[src/rtl/dac_sched_pkg.sv]
// Shared types and defaults for the dual-port DAC source scheduler.
// Fade sequencing is built only when DAC_SCHED_SOFT_FADE_EN is defined.
package dac_sched_pkg;

  typedef enum logic [1:0] {
    StPass,
    StFadeOut,
    StSwitch,
    StFadeIn
  } port_state_t;

  localparam int unsigned DefW         = 14;
  localparam int unsigned DefNsrc      = 4;
  localparam int unsigned DefFadeLog2  = 4;
  localparam int unsigned DefFullGain  = 32'd1 << DefFadeLog2;

  // Unity gain in the gain register's fixed-point format.
  function automatic int unsigned full_gain(input int unsigned fade_log2);
    return 32'd1 << fade_log2;
  endfunction

endpackage

[src/rtl/dac_source_scheduler_if.sv]
// Source-switch request channel: valid/ready handshake carrying target port and source index.
interface dac_source_scheduler_if #(
  parameter int unsigned SelW = 2
);
  logic            cfg_valid;
  logic            cfg_port;
  logic [SelW-1:0] cfg_sel;
  logic            cfg_ready;

  modport master (
    output cfg_valid,
    output cfg_port,
    output cfg_sel,
    input  cfg_ready
  );

  modport slave (
    input  cfg_valid,
    input  cfg_port,
    input  cfg_sel,
    output cfg_ready
  );
endinterface

[src/rtl/dac_port_seq.sv]
// One DAC port: source select FSM, fade gain counter, source mux and scaled output register.
// With DAC_SCHED_SOFT_FADE_EN defined the port fades out, swaps source and fades back in;
// otherwise the gain is fixed at unity and a switch takes a single SWITCH cycle.
module dac_port_seq
  import dac_sched_pkg::*;
#(
  parameter int unsigned W         = DefW,
  parameter int unsigned NSRC      = DefNsrc,
  parameter int unsigned FADE_LOG2 = DefFadeLog2,
  parameter int unsigned SELW      = (NSRC > 1) ? $clog2(NSRC) : 1,
  parameter int unsigned RST_SEL   = 0
) (
  input  logic              clk,
  input  logic              rst,
  input  logic [NSRC*W-1:0] src_data_i,
  input  logic              req_i,
  input  logic [SELW-1:0]   req_sel_i,
  output logic              ready_o,
  output logic              busy_o,
  output logic [SELW-1:0]   sel_o,
  output logic [W-1:0]      out_o
);

  localparam int unsigned GW = FADE_LOG2 + 1;
  localparam logic [GW-1:0] GFull = GW'(full_gain(FADE_LOG2));
  localparam logic [SELW-1:0] RstSel = SELW'(RST_SEL);

  port_state_t     state_q, state_d;
  logic [SELW-1:0] sel_q, sel_d;
  logic [SELW-1:0] pending_q, pending_d;
  logic [GW-1:0]   g;
  logic [W-1:0]    out_q, out_d;
  logic            sel_in_range;

`ifdef DAC_SCHED_SOFT_FADE_EN
  logic [GW-1:0] g_q, g_d;
  assign g = g_q;
`else
  assign g = GFull;
`endif

  // Out-of-range selects are silently dropped; a power-of-two NSRC has none.
  if (NSRC == (2 ** SELW)) begin : g_sel_full
    assign sel_in_range = 1'b1;
  end else begin : g_sel_part
    assign sel_in_range = (req_sel_i < SELW'(NSRC));
  end

  // Next-state logic for the switch sequence and the gain ramp.
  always_comb begin
    state_d   = state_q;
    sel_d     = sel_q;
    pending_d = pending_q;
`ifdef DAC_SCHED_SOFT_FADE_EN
    g_d       = g_q;
`endif
    unique case (state_q)
      StPass: begin
        if (req_i && sel_in_range && (req_sel_i != sel_q)) begin
          pending_d = req_sel_i;
`ifdef DAC_SCHED_SOFT_FADE_EN
          state_d   = StFadeOut;
`else
          state_d   = StSwitch;
`endif
        end
      end
`ifdef DAC_SCHED_SOFT_FADE_EN
      StFadeOut: begin
        g_d = g_q - 1'b1;
        if (g_d == '0) state_d = StSwitch;
      end
      StFadeIn: begin
        g_d = g_q + 1'b1;
        if (g_d == GFull) state_d = StPass;
      end
`endif
      StSwitch: begin
        sel_d = pending_q;
`ifdef DAC_SCHED_SOFT_FADE_EN
        state_d = StFadeIn;
`else
        state_d = StPass;
`endif
      end
      default: state_d = StPass;
    endcase
  end

  // Scaled sample: signed product then floor shift, low W bits kept.
  logic signed [W-1:0]    src_x;
  logic signed [W+GW-1:0] prod;
  assign src_x = src_data_i[sel_q*W +: W];
  assign prod  = (W+GW)'(src_x) * $signed({{W{1'b0}}, g});
  assign out_d = W'(prod >>> FADE_LOG2);

  // State, select, gain and output registers.
  always_ff @(posedge clk or posedge rst) begin
    if (rst) begin
      state_q   <= StPass;
      sel_q     <= RstSel;
      pending_q <= RstSel;
      out_q     <= '0;
`ifdef DAC_SCHED_SOFT_FADE_EN
      g_q       <= GFull;
`endif
    end else begin
      state_q   <= state_d;
      sel_q     <= sel_d;
      pending_q <= pending_d;
      out_q     <= out_d;
`ifdef DAC_SCHED_SOFT_FADE_EN
      g_q       <= g_d;
`endif
    end
  end

  assign ready_o = (state_q == StPass);
  assign busy_o  = (state_q != StPass);
  assign sel_o   = sel_q;
  assign out_o   = out_q;

endmodule

[src/rtl/dac_source_scheduler.sv]
// Dual-port DAC source scheduler: two independent port sequencers behind one request channel.
// Soft fading on switch is enabled by DAC_SCHED_SOFT_FADE_EN (see dac_port_seq).
module dac_source_scheduler
  import dac_sched_pkg::*;
#(
  parameter int unsigned W         = DefW,
  parameter int unsigned NSRC      = DefNsrc,
  parameter int unsigned FADE_LOG2 = DefFadeLog2,
  localparam int unsigned SELW     = (NSRC > 1) ? $clog2(NSRC) : 1
) (
  input  logic                 clk,
  input  logic                 rst,
  input  logic [NSRC*W-1:0]    src_data_i,
  dac_source_scheduler_if.slave cfg_if,
  output logic [W-1:0]         dac_a_out_o,
  output logic [W-1:0]         dac_b_out_o,
  output logic [SELW-1:0]      sel_a_o,
  output logic [SELW-1:0]      sel_b_o,
  output logic                 busy_a_o,
  output logic                 busy_b_o
);

  logic req_a, req_b;
  logic ready_a, ready_b;

  assign req_a = cfg_if.cfg_valid & ~cfg_if.cfg_port;
  assign req_b = cfg_if.cfg_valid &  cfg_if.cfg_port;
  assign cfg_if.cfg_ready = cfg_if.cfg_port ? ready_b : ready_a;

  dac_port_seq #(
    .W         (W),
    .NSRC      (NSRC),
    .FADE_LOG2 (FADE_LOG2),
    .SELW      (SELW),
    .RST_SEL   (0)
  ) u_port_a (
    .clk        (clk),
    .rst        (rst),
    .src_data_i (src_data_i),
    .req_i      (req_a),
    .req_sel_i  (cfg_if.cfg_sel),
    .ready_o    (ready_a),
    .busy_o     (busy_a_o),
    .sel_o      (sel_a_o),
    .out_o      (dac_a_out_o)
  );

  dac_port_seq #(
    .W         (W),
    .NSRC      (NSRC),
    .FADE_LOG2 (FADE_LOG2),
    .SELW      (SELW),
    .RST_SEL   (1 % NSRC)
  ) u_port_b (
    .clk        (clk),
    .rst        (rst),
    .src_data_i (src_data_i),
    .req_i      (req_b),
    .req_sel_i  (cfg_if.cfg_sel),
    .ready_o    (ready_b),
    .busy_o     (busy_b_o),
    .sel_o      (sel_b_o),
    .out_o      (dac_b_out_o)
  );

endmodule

[src/flat_wrapper.sv]
// flat-port wrapper written by rule: the top's interface ports become plain ports
module dac_source_scheduler_flat import dac_sched_pkg::*;
#(
  parameter int unsigned W         = DefW,
  parameter int unsigned NSRC      = DefNsrc,
  parameter int unsigned FADE_LOG2 = DefFadeLog2,
  localparam int unsigned SELW     = (NSRC > 1) ? $clog2(NSRC) : 1
)
  (clk, rst, src_data_i, dac_a_out_o, dac_b_out_o, sel_a_o, sel_b_o, busy_a_o, busy_b_o, cfg_if_cfg_valid, cfg_if_cfg_port, cfg_if_cfg_sel, cfg_if_cfg_ready);
  dac_source_scheduler_if #(.SelW((2))) cfg_if_i ();
  input  logic clk;
  input  logic rst;
  input  logic [NSRC*W-1:0] src_data_i;
  output logic [W-1:0] dac_a_out_o;
  output logic [W-1:0] dac_b_out_o;
  output logic [SELW-1:0] sel_a_o;
  output logic [SELW-1:0] sel_b_o;
  output logic busy_a_o;
  output logic busy_b_o;
  input wire logic [$bits(cfg_if_i.cfg_valid)-1:0] cfg_if_cfg_valid;
  input wire logic [$bits(cfg_if_i.cfg_port)-1:0] cfg_if_cfg_port;
  input wire logic [$bits(cfg_if_i.cfg_sel)-1:0] cfg_if_cfg_sel;
  output wire logic [$bits(cfg_if_i.cfg_ready)-1:0] cfg_if_cfg_ready;
  assign cfg_if_i.cfg_valid = cfg_if_cfg_valid;
  assign cfg_if_i.cfg_port = cfg_if_cfg_port;
  assign cfg_if_i.cfg_sel = cfg_if_cfg_sel;
  assign cfg_if_cfg_ready = cfg_if_i.cfg_ready;
  dac_source_scheduler #(.W(W), .NSRC(NSRC), .FADE_LOG2(FADE_LOG2)) u_core (.clk(clk), .rst(rst), .src_data_i(src_data_i), .cfg_if(cfg_if_i), .dac_a_out_o(dac_a_out_o), .dac_b_out_o(dac_b_out_o), .sel_a_o(sel_a_o), .sel_b_o(sel_b_o), .busy_a_o(busy_a_o), .busy_b_o(busy_b_o));
endmodule
[config.mk]
export PLATFORM = sky130hd
export DESIGN_NAME = dac_source_scheduler_flat
export DESIGN_NICKNAME = d
export VERILOG_FILES = /design/src/rtl/dac_sched_pkg.sv /design/src/rtl/dac_source_scheduler_if.sv /design/src/rtl/dac_port_seq.sv /design/src/rtl/dac_source_scheduler.sv /design/src/flat_wrapper.sv
export SDC_FILE = /design/constraint.sdc
export NUM_CORES = 1
export LEC_CHECK = 0
export CAP_MARGIN = 20
export CORE_UTILIZATION = 40
export DETAILED_ROUTE_END_ITERATION = 10
export GPL_ROUTABILITY_DRIVEN = 1
export HOLD_SLACK_MARGIN = 0.15
export PLACE_DENSITY = 0.81
export SLEW_MARGIN = 40
export SYNTH_ARGS = -nofsm -noshare
export SYNTH_HDL_FRONTEND = slang
export SYNTH_HIERARCHICAL = 1
export SYNTH_SLANG_ARGS = --single-unit
[constraint.sdc]
create_clock -name clk -period 1.7 [get_ports clk]
set_input_delay 0.34 -clock clk [delete_from_list [all_inputs] [get_ports clk]]
set_output_delay 0.34 -clock clk [all_outputs]
set_load 0.05 [all_outputs]
==> summary.md, run 1 <==
| Metric | Value |
|---|---|
| Crit path launch type | `register` |
| Seq/Total Area, Yosys | `50.3%` |
| Post-Syn Area | `1900 um2` |
| Largest net degree at the start of global routing | `20` |
| Syn nets | `159` |
| Max VDD drop | `0.000788 V` |
| Violated checks | `DRC` |
| Wirelength per Cell | `18.5 um` |
| CTS tree | `done` |
| Final Cycle Share | `93.2%` |
| Worst min path class | `input pin to asynchronous set/reset pin` |
| Setup CP Type | `register to output port` |
| Hold-fix buffers, CTS | `0` |
| Vias | `1344` |
| Complex-gate fraction of the synthesized area | `1.32%` |
| Fillers | `331` |
| Initial DRT Pass Iterations | `11` |
| I/O pins | `97` |
| Final GP Congestion | `0.825` |
| Routed Antenna Nets | `0` |
| PortBufs | `96` |
| Max_slew headroom | `77.5%` |
| Seq. cell area | `953 um2` |
| H-tree depth | `2` |
| Final Cell Area | `2980 um2` |
| Initial DRC count | `93` |
| Synth cell types | `16` |
| Static Leakage | `0.00128 uW` |
| Synth Area in Simple Gates | `0.858%` |
| Final-report hold violation count | `0` |
| Min cycle time layout | `1.58 ns` |
| Root buffer cell | `clkbuf_8` |
| Cells after synthesis | `97` |
| Status | `finished, violations left` |
| Final HPWL DP | `3630 um` |
| Final net count | `262` |
| Synthesis-to-finish area growth | `57.2%` |
| Global route overflow | `0` |
| Core area | `4440 um2` |
| # rows | `24` |
| Total number of yosys warnings | `6` |
| Crit path required time | `1.36 ns` |
| Xor/xnor share of the synthesized area | `2.64%` |
| Worst-path maximum fanout | `4` |
| CTS max path bufs | `2` |
| Vias in the first global route | `1520` |
| Die Y | `70.8 um` |
| Largest family of logic cells by synthesized area | `multiplexers` |
| DR DRC count | `16` |
| Max-cap violations | `0` |
| Critical Path AT | `1.24 ns` |
| Cell Pwr Density | `2010 nW/um2` |
| Share of cells above drive strength 1 | `42.3%` |
| Clk Latency, worst-skew pair | `0.29 ns` |
| Sink Count | `38` |
| Clock slew at reported path FFs | `0.08 ns` |
| Total GRT Usage | `20.6%` |
| Footprint of the multi-input gates | `850 um2` |
| Routed vias/inst | `5.31` |
| Starting Density | `42.7%` |
| CTS Buf Count | `5` |
| Synth Area in Adders | `0%` |
| Antenna diodes | `0` |
| WL final | `4670 um` |
| Die footprint | `5020 um2` |
| Flops & latches, synth | `38` |
| Worst-margin pin slew | `0.337 ns` |
| Placed cell areas | `2890 um2` |
| Setup TNS | `0 ns` |
| First-pass GRT wire length | `7620 um` |
| Die width | `70.8 um` |
| Layout Skew | `0.00391 ns` |
| Syn Area/Cell | `19.5 um2` |
| Type of destination of the critical path | `output port` |
| Mux cell area share after synthesis | `40.0%` |
| RSZ-0062 raised after global routing | `false` |
| Final-report setup violation count | `0` |
| Fmax | `0.631 GHz` |
| Initial antenna violation count | `0` |
| Final Max Tran Viols | `0` |
-- sequential cells by signal, indices dropped and copies added, names as in the netlist --
register                   cells
u_core/u_port_b/sel_o          2
u_core/u_port_b/pending_q      2
u_core/u_port_a/out_o         14
u_core/u_port_b/state_q        1
u_core/u_port_a/state_q        1
u_core/u_port_b/out_o         14
u_core/u_port_a/pending_q      2
u_core/u_port_a/sel_o          2
-- cell usage after synthesis --
library cell | count | area (um2)
mux2_4 | 1 | 15.0
dfstp_2 | 2 | 52.6
mux2_1 | 4 | 45.0
buf_2 | 2 | 10.0
o211ai_2 | 2 | 25.0
mux4_1 | 6 | 158
xor2_1 | 2 | 17.5
and2b_2 | 1 | 8.76
xor2_2 | 2 | 32.5
buf_6 | 4 | 45.0
dfrtp_1 | 36 | 901
mux2_2 | 4 | 45.0
inv_1 | 6 | 22.5
mux4_2 | 22 | 495
and2_2 | 1 | 7.51
buf_4 | 2 | 15.0
-- worst paths after layout --
| check | end | depth (start not counted) | from | slack [ns] |
|---|---|---|---|---|
| worst min-delay path | u_core/u_port_b/out_o[2] | 2 | rst | 0.33 |
| max in group asynchronous | u_core/u_port_b/out_o[11] | 3 | rst | 0.87 |
| min in group clk | u_core/u_port_a/pending_q[0] | 1 | u_core/u_port_a/pending_q[0] | 0.50 |
| worst max-delay path | cfg_if_cfg_ready | 3 | u_core/u_port_b/state_q[1] | 0.12 |
| worst min register to register | u_core/u_port_a/pending_q[0] | 1 | u_core/u_port_a/pending_q[0] | 0.50 |
| worst max register to register | u_core/u_port_b/out_o[6] | 2 | u_core/u_port_b/sel_o[0] | 0.20 |
-- metal layers --
metal / wire length (um) / GRT usage [%] / part of all wire (%) / vias up
met1: 1780 / 24.2 / 38 / 679
met5: 0 / 0 / 0 / -
met3: 328 / 5.27 / 7.0 / 7
li1: - / - / - / 590
met2: 2490 / 36.3 / 53 / 68
met4: 73 / 8.00 / 1.6 / 0
-- logic make-up after synthesis --
logic type                after synthesis
AOI/OAI and AO/OA                       2
xor gates and xnor gates                4
buffers and inverters                  14
DFF                                    38
muxes                                  37
and+or+nand+nor                         2
-- through the flow --
step	util (%)	power (uW)	setup slack, ns	hold WS [ns]	cells
after CTS	67.0	6040	0.0123	0.337	253
after detailed placement	64.9	5400	-0.109	0.477	245
after global routing	67.1	6240	0.0592	0.368	253
final	67.1	5980	0.115	0.333	253
after floorplan	-	4210	0.0416	0.290	97
after global placement	64.9	5340	-0.0184	0.478	245
-- layout make-up --
class / count / area share, %
Inverter: 6 / 0.756
Clock inverter: 1 / 0.168
Sequential cell: 38 / 32.0
Tap cell: 52 / 2.18
Clock buffer: 7 / 2.90
Multi-Input combinational cell: 45 / 28.5
Timing Repair Buffer: 104 / 33.5
-- timing repair --
action,4_1_cts,5_1_grt
gates resized for setup,0,1
endpoints found under the hold margin,0,0
setup buffers,0,0
endpoints found under the setup margin,0,1
-- placed cells by master, fill, tap and decap left out --
cell type        Yosys  layout
and2_2               1       1
xor2_2               2       2
mux4_1               6       6
inv_1                6       6
o211ai_2             2       2
mux2_1               4       4
clkbuf_8             0       6
dfstp_2              2       2
clkinv_2             0       1
clkbuf_1             0       1
buf_4                2      38
dlymetal6s2s_1       0       1
mux2_4               1       1
mux4_2              22      22
clkdlybuf4s50_1      0      60
xor2_1               2       2
dfrtp_1             36      36
and2b_2              1       1
mux2_2               4       4
buf_12               0       5
-- power breakdown --
group | switching [uW] | total [uW] | internal, uW
logic | 2220 | 3780 | 1560
clock network | 308 | 635 | 327
registers | 197 | 1560 | 1370
total | 2720 | 5980 | 3250
-- critical path, stage by stage (launching register included) --
cell and delay, ns:
dfrtp_1 0.42, inv_1 0.09, mux2_4 0.26, buf_4 0.19
Note: power is estimated with default switching activity, not from simulation.
==> run 2, diff against run 1 <==
--- a/config.mk
+++ b/config.mk
@@ -5,7 +5,7 @@
 export SDC_FILE = /design/constraint.sdc
 export NUM_CORES = 1
 export LEC_CHECK = 0
-export CAP_MARGIN = 20
+export CAP_MARGIN = 10
 export CORE_UTILIZATION = 40
 export DETAILED_ROUTE_END_ITERATION = 10
 export GPL_ROUTABILITY_DRIVEN = 1
==> results of run 2 <==
Final layout, timing and power as in run 1 (identical DEF).
==> run 3, diff against run 2 <==
--- a/config.mk
+++ b/config.mk
@@ -11,7 +11,7 @@
 export GPL_ROUTABILITY_DRIVEN = 1
 export HOLD_SLACK_MARGIN = 0.15
 export PLACE_DENSITY = 0.81
-export SLEW_MARGIN = 40
+export SLEW_MARGIN = 20
 export SYNTH_ARGS = -nofsm -noshare
 export SYNTH_HDL_FRONTEND = slang
 export SYNTH_HIERARCHICAL = 1
==> constraint.sdc (replaced) <==
create_clock -name clk -period 1.5 [get_ports clk]
set_input_delay 0.3 -clock clk [delete_from_list [all_inputs] [get_ports clk]]
set_output_delay 0.3 -clock clk [all_outputs]
set_load 0.05 [all_outputs]
==> run 3 against run 2 <==
Against the previous run:
- cell area increased by 17%
- largest power group unchanged
- highest routed layer unchanged
- sequential power up 28%
- via count rose by 5.7%
- die area unchanged
- worst hold slack got worse by 0.025 ns
- global-route usage rose by 3.5 points
- clock skew up 0.0051 ns
- setup slack lost 0.098 ns
- wire length rose by 19%
- largest cell class unchanged
- clock-buffer cell count up 1
- the run still ends with DRC left
==> summary.md, run 3 (synthesized netlist as in run 1, its figures left out) <==
| Metric | Value |
|---|---|
| Worst min path class | `input pin to asynchronous set/reset pin` |
| Share of cells above drive strength 1 | `47.2% (+4.9 points)` |
| PortBufs | `96 (unchanged)` |
| Clk Latency, worst-skew pair | `0.30 ns (about the same)` |
| Status | `finished, violations left` |
| Max_slew headroom | `78.6% (+1.1 points)` |
| Max VDD drop | `0.00124 V (+57%)` |
| Die width | `70.8 um (unchanged)` |
| Cell Pwr Density | `2410 nW/um2 (+20%)` |
| Psw | `3480 uW (+28%)` |
| Internal Power | `4930 uW (+52%)` |
| Sequential Power Share | `23.7% (-2.4 points)` |
| Initial DRT Pass Iterations | `6 (-5)` |
| Largest net degree at the start of global routing | `17 (-15%)` |
| Final Cell Area | `3480 um2 (+17%)` |
| Clock slew at reported path FFs | `0.07 ns (about the same)` |
| Setup TNS | `0 ns (unchanged)` |
| H-tree depth | `2 (unchanged)` |
| Vias | `1421 (+5.7%)` |
| Starting Density | `42.7% (unchanged)` |
| Root buffer cell | `clkbuf_8` |
| Synthesis-to-finish area growth | `83.8%` |
| Initial DRC count | `66 (-29%)` |
| Static Leakage | `0.00148 uW (+16%)` |
| Crit path max-delay cell type | `dfstp_2` |
| Fmax | `0.674 GHz` |
| Type of destination of the critical path | `register` |
| Critical Path AT | `1.65 ns (+0.41 ns)` |
| Footprint of the multi-input gates | `857 um2 (+0.88%)` |
| Crit path launch type | `register` |
| Global Route met1 Usage | `25.7% (+1.4 points)` |
| Cell breakdown of the critical path | `buf_4 > clkbuf_16 > mux4_2` |
| Fin util | `78.4% (+11 points)` |
| Final-report hold violation count | `0 (unchanged)` |
| Die footprint | `5020 um2 (unchanged)` |
| RSZ-0062 raised after global routing | `true` |
| Clock power frac | `8.1% (-2.5 points)` |
| Reg2Reg Setup Slack | `0.02 ns (-0.18 ns)` |
| CTS tree | `done` |
| Fin cells | `266 (+5.1%)` |
| Core area | `4440 um2 (unchanged)` |
| CP Buf/Inv Count | `2 (unchanged)` |
| Sink Count | `38 (unchanged)` |
| DR DRC count | `18 (+2)` |
| Routed vias/inst | `5.34 (+0.56%)` |
| Switching share of power | `41.4% (-4.2 points)` |
| Min cycle time layout | `1.48 ns` |
| Met2 Use GR | `44.4% (+8.1 points)` |
| Final GP Congestion | `0.843 (+2.2%)` |
| Initial antenna violation count | `0 (unchanged)` |
| Final-report setup violation count | `0 (unchanged)` |
| Layout Skew | `0.00905 ns (+0.00513 ns)` |
| Final HPWL DP | `4300 um (+19%)` |
| Setup CP Type | `register to register` |
| Worst-margin pin slew | `0.320 ns (-0.0165 ns)` |
| Max-cap violations | `0 (unchanged)` |
| Setup ws final | `0.0170 ns (-0.0984 ns)` |
| Seq. cell area | `957 um2 (+0.39%)` |
| Final Cycle Share | `98.9%` |
| CTS max path bufs | `2 (unchanged)` |
| Hold-fix buffers, CTS | `0 (unchanged)` |
| Wirelength per Cell | `20.9 um (+13%)` |
| Commonest non-fill, non-tap cell in the layout | `clkdlybuf4s50_1` |
| Total GRT Usage | `24.1% (+3.5 points)` |
| CTS Buf Count | `5 (unchanged)` |
| Placed Cells | `249 (+1.6%)` |
| Post-place setup slack | `-0.290 ns (-0.181 ns)` |
| GR Util met3 | `5.84% (+0.57 points)` |
| Antenna diodes | `0 (unchanged)` |
| Violated checks | `DRC` |
| Cell family with the largest share of critical-path delay | `flip-flops` |
| Final net count | `275 (+5.0%)` |
| First-pass GRT wire length | `8560 um (+12%)` |
| Routed Antenna Nets | `0 (unchanged)` |
| WL final | `5570 um (+19%)` |
| Global route overflow | `0 (unchanged)` |
| Fillers | `257 (-22%)` |
| Comb pwr share | `68.2% (+5.0 points)` |
| Placed cell areas | `3310 um2 (+15%)` |
| Crit path required time | `1.67 ns (+0.31 ns)` |
| Most frequent cells in the layout | `60 x clkdlybuf4s50_1, 36 x buf_12, 33 x dfrtp_1, 22 x mux4_2, 18 x buf_4` |
| Die Y | `70.8 um (unchanged)` |
| Vias in the first global route | `1665 (+9.5%)` |
| Max incr delay on CP | `0.56 ns (+0.14 ns)` |
| # rows | `24 (unchanged)` |
| Final Max Tran Viols | `0 (unchanged)` |
| Gr busiest metal | `met2` |
| Worst-path maximum fanout | `4 (unchanged)` |
| I/O pins | `97 (unchanged)` |
-- run 3: cell count changes in the layout (fill, tap and decap cells not counted), sizes merged --
cell,before,now
buf,43,55
dlygate4sd2,0,1
dlymetal6s2s,1,0
clkbuf,7,9
clkinv,1,0
-- run 3: layout make-up --
type                            instances  area share, %
Clock buffer                            8           2.30
Inverter                                6          0.647
Multi-Input combinational cell         45           24.6
Sequential cell                        38           27.5
Tap cell                               52           1.87
Timing Repair Buffer                  117           43.1
-- run 3: metal layers --
metal	part of all wire (%)	wire, um
met5	0	0
met4	2.1	117
met3	6.7	374
met2	55	3070
met1	36	2010
-- run 3: stage by stage --
stage,power [uW],hold WS [ns]
after CTS,8310,0.299
after floorplan,4800,0.250
after global placement,7400,0.480
final,8410,0.308
after global routing,8690,0.323
after detailed placement,7520,0.487
-- run 3: worst paths after layout --
check                                                     to                    startpoint  cells past startpoint
worst min register to register  u_core/u_port_a/pending_q[0]  u_core/u_port_a/pending_q[0]                      1
worst min-delay path            u_core/u_port_b/pending_q[1]                           rst                      2
max in group asynchronous          u_core/u_port_a/out_o[13]                           rst                      3
worst max-delay path                u_core/u_port_b/out_o[7]      u_core/u_port_b/sel_o[0]                      3
min in group clk                u_core/u_port_a/pending_q[0]  u_core/u_port_a/pending_q[0]                      1
worst max register to register      u_core/u_port_b/out_o[7]      u_core/u_port_b/sel_o[0]                      3
-- run 3: power groups by stage --
stage | clock [uW] | sequential, uW | combinational, uW
after global routing | 735 | 2050 | 5910
after global placement | 0 | 2030 | 5360
after floorplan | 0 | 3370 | 1430
final | 681 | 2000 | 5730
after detailed placement | 0 | 2070 | 5460
after CTS | 681 | 1990 | 5630
-- run 3: repair_timing --
item,in CTS,in global routing
buffers inserted,5,3
resized for setup,2,1
endpoints found under the setup margin,3,6
pin swaps,1,1
cloned,0,1
hold endpoints to repair,0,0
